--- config.mk ---
export PLATFORM = sky130hd
export DESIGN_NAME = bayer_frame_source
export DESIGN_NICKNAME = d
export VERILOG_FILES = /design/src/rtl/bayer_src_pkg.sv /design/src/rtl/bayer_pattern_gen.sv /design/src/rtl/bayer_frame_source.sv
export SDC_FILE = /design/constraint.sdc
export NUM_CORES = 1
export LEC_CHECK = 0
export ABC_AREA = 0
export CORE_ASPECT_RATIO = 1.4
export CORE_UTILIZATION = 35
export DETAILED_ROUTE_END_ITERATION = 10
export DONT_BUFFER_PORTS = 1
export PLACE_DENSITY = 0.57
export SYNTH_ARGS = -nofsm -noshare
export SYNTH_HDL_FRONTEND = slang
export SYNTH_SLANG_ARGS = --single-unit
--- constraint.sdc ---
create_clock -name iCLK -period 3.6 [get_ports iCLK]
set_input_delay 0 -clock iCLK [delete_from_list [all_inputs] [get_ports iCLK]]
set_output_delay 0 -clock iCLK [all_outputs]
set_load 0.005 [all_outputs]
--- src/rtl/bayer_src_pkg.sv ---
// Shared types and constants for the synthetic Bayer frame source.
package bayer_src_pkg;

    // Frame FSM states
    typedef enum logic [1:0] {
        StIdle   = 2'd0,
        StActive = 2'd1,
        StHblank = 2'd2,
        StVblank = 2'd3
    } state_e;

    // Pattern select encodings
    localparam logic [1:0] MODE_FLAT  = 2'd0;
    localparam logic [1:0] MODE_RAMP  = 2'd1;
    localparam logic [1:0] MODE_CHECK = 2'd2;
    localparam logic [1:0] MODE_VEDGE = 2'd3;

    // Flat Bayer colour levels; a 2x2 RGGB block averages to 0x480
    localparam logic [11:0] R_FLAT = 12'h800;
    localparam logic [11:0] G_FLAT = 12'h400;
    localparam logic [11:0] B_FLAT = 12'h200;

    localparam logic [11:0] PIX_BLACK = 12'h000;
    localparam logic [11:0] PIX_WHITE = 12'hFFF;

endpackage

--- src/rtl/bayer_pattern_gen.sv ---
// Combinational test-pattern lookup: (x, y, mode) -> 12-bit Bayer pixel.
module bayer_pattern_gen
    import bayer_src_pkg::*;
#(
    parameter int unsigned H_ACTIVE = 1280
) (
    input  logic [15:0] x,
    input  logic [15:0] y,
    input  logic [1:0]  mode,
    output logic [11:0] pixel
);

    localparam logic [15:0] X_HALF = 16'(H_ACTIVE / 2);

    // Only the row parity and bit 4 matter for the row-dependent patterns
    logic unused_y_bits;
    assign unused_y_bits = ^{y[15:5], y[3:1]};

    // Select the pattern value for the addressed pixel
    always_comb begin
        pixel = PIX_BLACK;
        unique case (mode)
            MODE_FLAT: begin
                if (!y[0] && !x[0]) begin
                    pixel = R_FLAT;
                end else if (y[0] && x[0]) begin
                    pixel = B_FLAT;
                end else begin
                    pixel = G_FLAT;
                end
            end
            MODE_RAMP:  pixel = {x[10:0], 1'b0};
            MODE_CHECK: pixel = (x[4] ^ y[4]) ? PIX_WHITE : PIX_BLACK;
            MODE_VEDGE: pixel = (x < X_HALF) ? PIX_BLACK : PIX_WHITE;
            default:    pixel = PIX_BLACK;
        endcase
    end

endmodule

--- src/rtl/bayer_frame_source.sv ---
// Synthetic D5M capture source: free-running raw Bayer frames with
// data-valid, X/Y coordinates and a completed-frame counter.
module bayer_frame_source
    import bayer_src_pkg::*;
#(
    parameter int unsigned H_ACTIVE = 1280,
    parameter int unsigned V_ACTIVE = 960,
    parameter int unsigned H_BLANK  = 64,
    parameter int unsigned V_BLANK  = 256
) (
    input  logic        iCLK,
    input  logic        iRST,
    input  logic        iStart,
    input  logic        iStop,
    input  logic [1:0]  iMode,
    output logic [11:0] oDATA,
    output logic        oDVAL,
    output logic [15:0] oX_Cont,
    output logic [15:0] oY_Cont,
    output logic [31:0] oFrame_Cont,
    output logic        oBusy
);

    localparam int unsigned XW        = $clog2(H_ACTIVE);
    localparam int unsigned YW        = $clog2(V_ACTIVE);
    localparam int unsigned MAX_BLANK = (H_BLANK > V_BLANK) ? H_BLANK : V_BLANK;
    localparam int unsigned BW        = $clog2(MAX_BLANK + 1);

    localparam logic [XW-1:0] X_LAST  = XW'(H_ACTIVE - 1);
    localparam logic [YW-1:0] Y_LAST  = YW'(V_ACTIVE - 1);
    localparam logic [BW-1:0] HB_LAST = BW'(H_BLANK - 1);
    localparam logic [BW-1:0] VB_LAST = BW'(V_BLANK - 1);

    state_e        state_q, state_d;
    logic [XW-1:0] x_q, x_d;
    logic [YW-1:0] y_q, y_d;
    logic [BW-1:0] blank_q, blank_d;
    logic [1:0]    mode_q, mode_d;
    logic          stop_pending_q, stop_pending_d;
    logic [31:0]   frame_q, frame_d;
    logic          dval_q, dval_d;
    logic [11:0]   data_q, data_d;
    logic [11:0]   pixel;

    // Pixel for the coordinates that will be presented after this edge
    bayer_pattern_gen #(
        .H_ACTIVE (H_ACTIVE)
    ) u_pattern (
        .x     (16'(x_d)),
        .y     (16'(y_d)),
        .mode  (mode_d),
        .pixel (pixel)
    );

    // Next-state logic for the frame FSM, counters and outputs
    always_comb begin
        state_d        = state_q;
        x_d            = x_q;
        y_d            = y_q;
        blank_d        = blank_q;
        mode_d         = mode_q;
        stop_pending_d = stop_pending_q;
        frame_d        = frame_q;

        unique case (state_q)
            StIdle: begin
                // A stop request here is meaningless; start wins over stop
                stop_pending_d = 1'b0;
                if (iStart) begin
                    state_d = StActive;
                    x_d     = '0;
                    y_d     = '0;
                    mode_d  = iMode;
                end
            end
            StActive: begin
                if (iStop) begin
                    stop_pending_d = 1'b1;
                end
                if (x_q == X_LAST) begin
                    x_d     = '0;
                    blank_d = '0;
                    if (y_q == Y_LAST) begin
                        // Last row goes straight to vertical blank
                        state_d = StVblank;
                        y_d     = '0;
                        frame_d = frame_q + 32'd1;
                    end else begin
                        state_d = StHblank;
                        y_d     = y_q + YW'(1);
                    end
                end else begin
                    x_d = x_q + XW'(1);
                end
            end
            StHblank: begin
                if (iStop) begin
                    stop_pending_d = 1'b1;
                end
                if (blank_q == HB_LAST) begin
                    state_d = StActive;
                end else begin
                    blank_d = blank_q + BW'(1);
                end
            end
            StVblank: begin
                if (blank_q == VB_LAST) begin
                    // A stop arriving on the final blank cycle still ends this frame
                    if (stop_pending_q || iStop) begin
                        state_d        = StIdle;
                        stop_pending_d = 1'b0;
                    end else begin
                        state_d = StActive;
                        mode_d  = iMode;
                    end
                end else begin
                    blank_d = blank_q + BW'(1);
                    if (iStop) begin
                        stop_pending_d = 1'b1;
                    end
                end
            end
            default: begin
                state_d = StIdle;
            end
        endcase

        dval_d = (state_d == StActive);
        data_d = dval_d ? pixel : 12'h000;
    end

    // State and registered outputs with synchronous reset
    always_ff @(posedge iCLK) begin
        if (iRST) begin
            state_q        <= StIdle;
            x_q            <= '0;
            y_q            <= '0;
            blank_q        <= '0;
            mode_q         <= MODE_FLAT;
            stop_pending_q <= 1'b0;
            frame_q        <= '0;
            dval_q         <= 1'b0;
            data_q         <= '0;
        end else begin
            state_q        <= state_d;
            x_q            <= x_d;
            y_q            <= y_d;
            blank_q        <= blank_d;
            mode_q         <= mode_d;
            stop_pending_q <= stop_pending_d;
            frame_q        <= frame_d;
            dval_q         <= dval_d;
            data_q         <= data_d;
        end
    end

    assign oDATA       = data_q;
    assign oDVAL       = dval_q;
    assign oX_Cont     = 16'(x_q);
    assign oY_Cont     = 16'(y_q);
    assign oFrame_Cont = frame_q;
    assign oBusy       = (state_q != StIdle);

endmodule

======== After elaboration in Yosys (flattened, before gate mapping) ========
Cells that the tools add are included.
word-level totals
  bits of input ports ..................... 6
  flip-flop bits (word level) ............. 80
  output and inout port bits .............. 78
operators by class
  $lt $le $gt $ge ......................... 1
  bitwise logic cells ..................... 2
  equality and inequality tests ........... 16
  add/subtract/negate cells ............... 4
  reduce and logical (&&, ||, !) cells .... 15
  muxes and demuxes ....................... 31
operators by type and width
  kind                   count
  $pmux 12 s4            1
  $mux 12                3
  $mux 11                3
  $add 32x1->32 const B  1
  $mux 10                3
  $mux 9                 3
  $pmux 9 s3             1
  $pmux 11 s2            1
  $pmux 10 s2            1
  $mux 2                 7
  $add 11x1->11 const B  1
  $eq 11x11->1 const B   1
  $lt 11x10->1 const B   1
  $add 10x1->10 const B  1
  $eq 10x10->1 const B   1
  $add 9x1->9 const B    1
  $eq 9x6->1 const B     1
  $eq 9x8->1 const B     1
  $eq 2x2->1 const B     4
  $ne 2x2->1 const B     4
  $pmux 2 s4             1
  $eq 2x1->1 const B     3
  $reduce_and 3->1       2
  $mux 1                 5
  other kinds (13)       18

======== Depth between registers and ports, before layout ========
Gate-level depths: netlist (run 1).
  depth in word-level cells ............... 8
  gate-level depth with buffers ........... 12
  mapped depth without buffers ............ 11

======== By module ========
From an unflattened synthesis (run 1), not the netlist that was laid out.
second synthesis, totals
  cell total of the unflattened synthesis .. 562
  area total of the unflattened synthesis .. 4484.3 um^2
by module, submodules not included
  module              cells each  seq. area each (um^2)  area an instance (um^2)  times used
  bayer_frame_source  525         1601.5                 4247.8                   1
  bayer_pattern_gen   37          0.0                    236.5                    1

======== Worst setup path before layout (run 1) ========
No wires, ideal clock.
  path kind ............................... register to register
  start ................................... register blank_q[0]
  end ..................................... register data_q[3], in the netlist oDATA[3]
  stages on the path, launching flop included .. 13
  period minus slack after synthesis ...... 2.738 ns
  arrival ................................. 2.659 ns
  path slack .............................. 0.862 ns
  cells stage by stage .................... dfxtp_1 ha_1 nand2_1 nor2_1 and3_1 ha_1 or3b_1 a221o_1 a22oi_2 nand2b_1 o2111ai_2 buf_4 o22ai_1
on the way
  word-level cells in the longest chain between the ends .. 6
  elaborated cells between the ends (all ways) .. 15
  classes of those cells .................. eq/ne (6); mux (6); bitwise (1); reduce/logical (2)
ends and longest elaborated chain
  item                                      line                                                  text
  start, declared                           bayer_frame_source.sv:37                              logic [BW-1:0] blank_q, blank_d;
  start signal, assigned                    bayer_frame_source.sv:148                             blank_q <= blank_d;
  $eq 9x8->1 or $eq 9x6->1 (tied branches)  bayer_frame_source.sv:107, bayer_frame_source.sv:100
  $mux 2 (on tied branches)                 bayer_frame_source.sv:107, bayer_frame_source.sv:100
  $pmux 2 s4                                bayer_frame_source.sv:65                              unique case (state_q)
  $eq 2x1->1                                bayer_frame_source.sv:128                             dval_d = (state_d == StActive);
  $not 1->1 (no source line)                --
  $reduce_or 2->1 (no source line)          --
  end signal, assigned                      bayer_frame_source.sv:153                             data_q <= data_d;
  end, declared                             bayer_frame_source.sv:42                              logic [11:0] data_q, data_d;
Parallel ways exist; a longest one is shown, timed or not.
A chain may end at the register's enable or synchronous reset.

======== Final worst setup path (run 1) ========
  start ................................... register blank_q[0]
  end ..................................... register data_q[2], in the netlist oDATA[2]
The elaborated chain is that of the path after synthesis.

==> results.cfg, run 1 <==
[timing]
slew_headroom_pct = 50.3
setup_viol_count_final = 0
grt_setup_unrepaired = no
finClkSkew_ps = 11.7
worstMarginPinSlew_ps = 738
whs_ps = 1.17
finalHoldViolations = 0
min_period_over_period_pct = 85.7
period_needed_ps = 3090
setup_tns_ps = 0
max_freq_ghz = 0.324
finalMaxSlewViolations = 0

[power_and_ir_drop]
p_clk_share_pct = 47.3
p_int_uw = 1490
ir_drop_uv = 236
p_sw_share_pct = 24.7
leakage_uw = 0.00152
p_comb_share_pct = 6.8
p_sw_uw = 490
seqPwrFrac_pct = 45.8
pwr_density_cell_nw_per_um2 = 449

[yosys]
syn_avg_cell_area_um2 = 8.32
ys_types = 55
netlist_top_cells_count = dfxtp_1 (80), nor2_1 (74), nand2_1 (42)
ys_seq_area_share_pct = 40.4
synth_compound_area_share_pct = 11.6
syn-instance-count = 477
synth_top_area_cell = dfxtp_1
synth_top_area_share_pct = 40.4
synth_seq_cells = 80
synth_xor_area_share_pct = 9.49
synth_area_um2 = 3970
yosysMostFrequentCell = dfxtp_1
synthTopCellsByArea = dfxtp_1 (40%), xnor2_1 (7.3%), nor2_1 (7.0%)
synth_simple_gate_area_share_pct = 27.5
synthArstFlopShare_pct = 0
yosys_warnings = 0
synth_edf_count = 0
synth_flop_cell = dfxtp_1
synthAdderAreaFrac_pct = 3.47
synth_top_family_by_area = simple AND/OR/NAND/NOR gates
synth.area.mux_share_pct = 0.504

[layout]
multi_input_area_um2 = 2130
n_fill_cell = 1122
final-seq-area_um2 = 1600
syn_to_final_growth_pct = 11.4
fin_nets = 493
layout-drive-gt1-share_pct = 6.65
n_antenna_cell = 0

[die]
die_w_um = 92.0
die_area_um2 = 11800
initial_core_util_pct = 36.3
rows = 45
core_area_um2 = 10900
die_y_um = 128
ios = 84

[detailed_routing]
drc_errors = 0
ant_nets = 0
wl_per_cell_um = 15.3
first_iter_violations = 85
routed_wl_mm = 9.55
viasPerCell = 5.29
first_pass_iters = 5
vias = 3292

[worst_setup_path]
worstSetupStartpoint = blank_q[0]$_SDFFE_PP0P_
rr_startpoint = blank_q[0]$_SDFFE_PP0P_
cp-end-kind = flop
crit_fanout = 12
crit_type = reg -> reg
critPathLaunchType = flop
crit_required_ps = 3860
crit_arrival_ps = 3340

[grt]
grt_max_degree = 51
antenna_found_initial = 0
track_usage_pct = 16.8
grt_pass1_vias = 3277
gr-total-overflow = 0
grt_pass1_wl_mm = 15.7

[cts]
cts.path.max_buffers = 2
cts.sinks = 80
clock_latency_ps = 340
root_buffer = clkbuf_16
clk_pin_slew_ps = 70
cts.htree.levels = 3
cts_tree = done
cts_inserted_buffers = 9
cts_setup_buffers = 0
cts_resized = 0

[hold_path]
min_from = iRST
hp-class = in -> reg

[status]
status = finished clean

[placed_design]
routabilityCongestion = 0.834
hpwl_mm = 6.90
port_buffers = 0

[job]
max_cap_violations = 0
[layout make-up]
cell class	count	area share, %
clock buffer	9	5.09
timing repair buffer	11	2.49
inverter	25	2.12
clock inverter	7	1.90
multi-input combinational	349	48.2
tap	141	3.99
sequential	80	36.2
[through the flow]
step	std cells	total power [µW]	util (%)	cell area [µm²]	worst slack, ps
floorplan	487	1030	-	4010	862
global placement	599	1050	36.9	4030	615
detailed placement	599	1050	36.9	4030	535
CTS	622	2000	40.5	4420	523
global route	622	2070	40.5	4420	241
finish	622	1980	40.5	4420	513
[critical path, stage by stage, from the launching register on]
cell       delay (ps)
dfxtp_1           370
ha_1              210
nand2_1           100
nor2_1            130
and3_1            160
ha_1              190
or3b_1            350
a221o_1           360
a22oi_2           330
nand2b_1          210
o2111ai_2         320
o22ai_1           270
[routing by layer]
| metal | vias up | global-route usage (%) | share of wire (%) |
|---|---|---|---|
| met2 | 121 | 29.5 | 49 |
| met4 | 0 | 7.44 | 2.5 |
| met1 | 1512 | 18.1 | 40 |
| met3 | 17 | 5.99 | 8.3 |
| li1 | 1642 | - | - |
| met5 | - | 0 | 0 |
[flip-flops by register name (all words and copies together) (netlist names)]
| name | count |
|---|---|
| blank_q | 9 |
| mode_q | 2 |
| oDATA | 12 |
| state_q | 2 |
| stop_pending_q | 1 |
| oDVAL | 1 |
| oFrame_Cont | 32 |
| y_q | 10 |
| x_q | 11 |
[placed cells by master, fill, tap and decap left out, drive strengths merged, types with 4 or more instances in the layout]
master / synthesis / layout
nand4: 15 / 15
o22ai: 11 / 11
inv: 25 / 29
nand3: 15 / 15
dfxtp: 80 / 80
a21o: 4 / 4
a21oi: 18 / 18
nor2: 74 / 74
xnor2: 33 / 33
xor2: 10 / 10
a22oi: 4 / 4
dlygate4sd3: 0 / 6
conb: 1 / 11
nor3: 9 / 9
o21ai: 10 / 10
and3: 6 / 6
nor4b: 5 / 5
nor4: 24 / 24
clkbuf: 13 / 9
and2: 8 / 8
or3: 5 / 5
ha: 11 / 11
nand2: 42 / 42
buf: 20 / 5
[logic make-up after synthesis]
kind of cell | count (synthesis)
buffers and inverters | 58
adders and majority gates | 11
AOI/OAI and AO/OA | 66
DFF | 80
and+or+nand+nor | 216
xor gates and xnor gates | 43
muxes | 2
other | 1
[worst paths after layout]
| check | cells after the start | slack (ps) | end |
|---|---|---|---|
| worst max-delay path | 11 | 510 | oDATA[2]$_SDFF_PP0_ |
| worst min-delay path | 2 | 1 | y_q[1]$_SDFFE_PP0P_ |
| worst max register to register | 11 | 510 | oDATA[2]$_SDFF_PP0_ |
| worst min register to register | 2 | 490 | blank_q[1]$_SDFFE_PP0P_ |
[power by group through the flow]
stage / Clock (µW) / Sequential [µW] / Combinational [µW]
floorplan: 0 / 925 / 108
global placement: 0 / 928 / 117
detailed placement: 0 / 929 / 119
CTS: 959 / 908 / 137
global route: 1010 / 909 / 151
finish: 939 / 908 / 136
[repair_timing]
action / in CTS / in global routing
hold endpoints to repair: 50 / 0
endpoints found under the setup margin: 0 / 0
hold buffers: 7 / 0
Note: power is estimated with default switching activity, not from simulation.
==> inputs of run 2 (changes only) <==
Settings changed: REMOVE_ABC_BUFFERS set to 1, SETUP_SLACK_MARGIN set to 0.15.
==> run 2 against run 1 <==
Net effect:
- clock power grew 8%
- via count increased by 2.2%
- critical path depth stayed put
- core utilization up 0.29 points
- maximum frequency is 0.31% higher
- clock skew shrank 4.1 ps
- critical path type unchanged
==> results.cfg, run 2 (synthesis results as in run 1) <==
[die]
die_w_um = 92.0
die_area_um2 = 11800
ios = 84
die_y_um = 128
core_area_um2 = 10900
initial_core_util_pct = 36.3
rows = 45

[timing]
max_freq_ghz = 0.325
setup_viol_count_final = 0
grt_setup_unrepaired = no
finClkSkew_ps = 7.59
period_needed_ps = 3080
min_period_over_period_pct = 85.5
slew_headroom_pct = 55.0
setup_tns_ps = 0
finalMaxSlewViolations = 0
worstMarginPinSlew_ps = 670
finalHoldViolations = 0

[hold_path]
min_from = iRST
hp-class = in -> reg

[layout]
layout_common_cells = dfxtp_1 (80), nor2_1 (74), nand2_1 (42), xnor2_1 (33), inv_1 (25)
final_cells = 624
fin_nets = 494
layout-drive-gt1-share_pct = 6.85
largest_reg_flops = 32
layout_commonest_cell = dfxtp_1
syn_to_final_growth_pct = 12.2

[cts]
clk_pin_slew_ps = 60
cts.htree.levels = 3
cts_tree = done
cts.path.max_buffers = 2
clock_latency_ps = 340
root_buffer = clkbuf_16
cts.sinks = 80
cts_inserted_buffers = 9
cts_resized = 0

[detailed_routing]
wl_met2_mm = 4.81
vias = 3363
m1WireLength_mm = 3.98
first_pass_iters = 5
viasPerCell = 5.39
wl_per_cell_um = 15.4
ant_nets = 0
highest_layer = met4
drc_errors = 0
wl_met3_um = 583
routed_wl_mm = 9.61
first_iter_violations = 127

[worst_setup_path]
cp_top_family = compound AO/OA/AOI/OAI gates
crit_required_ps = 3850
critPathSlowestCell = dfxtp_1
worstPathCellList = ha_1, nand2_1, nor2_1, and3_1, ha_1, or3b_1, a221o_1, a22oi_2, nand2b_1, o2111ai_2, o22ai_1
path_buf_inv = 0
crit_arrival_ps = 3330
cpPeakStageDelay_ps = 380
rr_startpoint = blank_q[0]$_SDFFE_PP0P_
cp-end-kind = flop
crit_fanout = 12
worstSetupStartpoint = blank_q[0]$_SDFFE_PP0P_
crit_type = reg -> reg
critPathMostFrequentCell = ha_1
critPathLaunchType = flop

[placed_design]
hpwl_mm = 6.82
port_buffers = 0
dp_cells = 599
routabilityCongestion = 0.815

[power_and_ir_drop]
seqPwrFrac_pct = 44.2
p_comb_share_pct = 6.7
p_sw_share_pct = 23.4
pwr_density_cell_nw_per_um2 = 462
p_sw_uw = 481
total_power_uw = 2060
p_int_uw = 1570
p_clk_share_pct = 49.1
leakage_uw = 0.00154
ir_drop_uv = 283

[grt]
gr-total-overflow = 0
grt_pass1_vias = 3177
track_usage_pct = 16.8
grt_pass1_wl_mm = 15.7
antenna_found_initial = 1
grt_max_degree = 52

[status]
status = finished clean

[job]
max_cap_violations = 0
## run 2: changes by cell type in the layout (fill, tap and decap cells not counted), sizes merged
cell      delta
diode        +1
clkinv       +2
inv          -3
clkbuf       +1
bufinv       +1
clkinvlp     -1
buf          +1
## run 2: per-stage QoR
stage / hold slack (ps) / util, % / setup slack (ps) / area [µm²]
after floorplan: 69.1 / - / 663 / 3820
after global placement: 76.0 / 36.9 / 595 / 4030
after detailed placement: 77.6 / 36.9 / 477 / 4030
after CTS: 18.0 / 40.7 / 433 / 4440
after global routing: 51.7 / 40.8 / 219 / 4450
final: 32.6 / 40.8 / 523 / 4450
## run 2: final timing paths
check / end / slack (ps) / depth (start not counted)
worst max-delay path: oDATA[5]$_SDFF_PP0_ / 520 / 11
worst min-delay path: blank_q[1]$_SDFFE_PP0P_ / 30 / 2
worst max register to register: oDATA[5]$_SDFF_PP0_ / 520 / 11
worst min register to register: blank_q[1]$_SDFFE_PP0P_ / 480 / 2
## run 2: area by class of cell
cell class                 instances  area [µm²]
clock buffer                      10         239
clock inverter                     6        91.3
multi-input combinational        349        2130
inverter                          25        93.8
fill                            1126        6470
antenna                            1        2.50
sequential                        80        1600
tap                              141         176
timing repair buffer              12         118
## run 2: timing repair
action,in CTS,in global routing
buffers inserted,0,1
endpoints found under the hold margin,51,0
hold buffers,7,0
setup endpoints to repair,0,7
## run 2: power by group through the flow
stage                     sequential (µW)  clock (µW)  combinational [µW]
final                                 909        1010                 137
after global routing                  910        1080                 153
after CTS                             909        1030                 136
after detailed placement              928           0                 118
after global placement                928           0                 116
after floorplan                       925           0                88.0
## run 2: metal layers
metal | GRT usage, % | vias to the layer above
met3 | 4.69 | 18
met1 | 19.0 | 1604
met5 | 0 | -
li1 | - | 1645
met4 | 9.01 | 0
met2 | 28.7 | 96
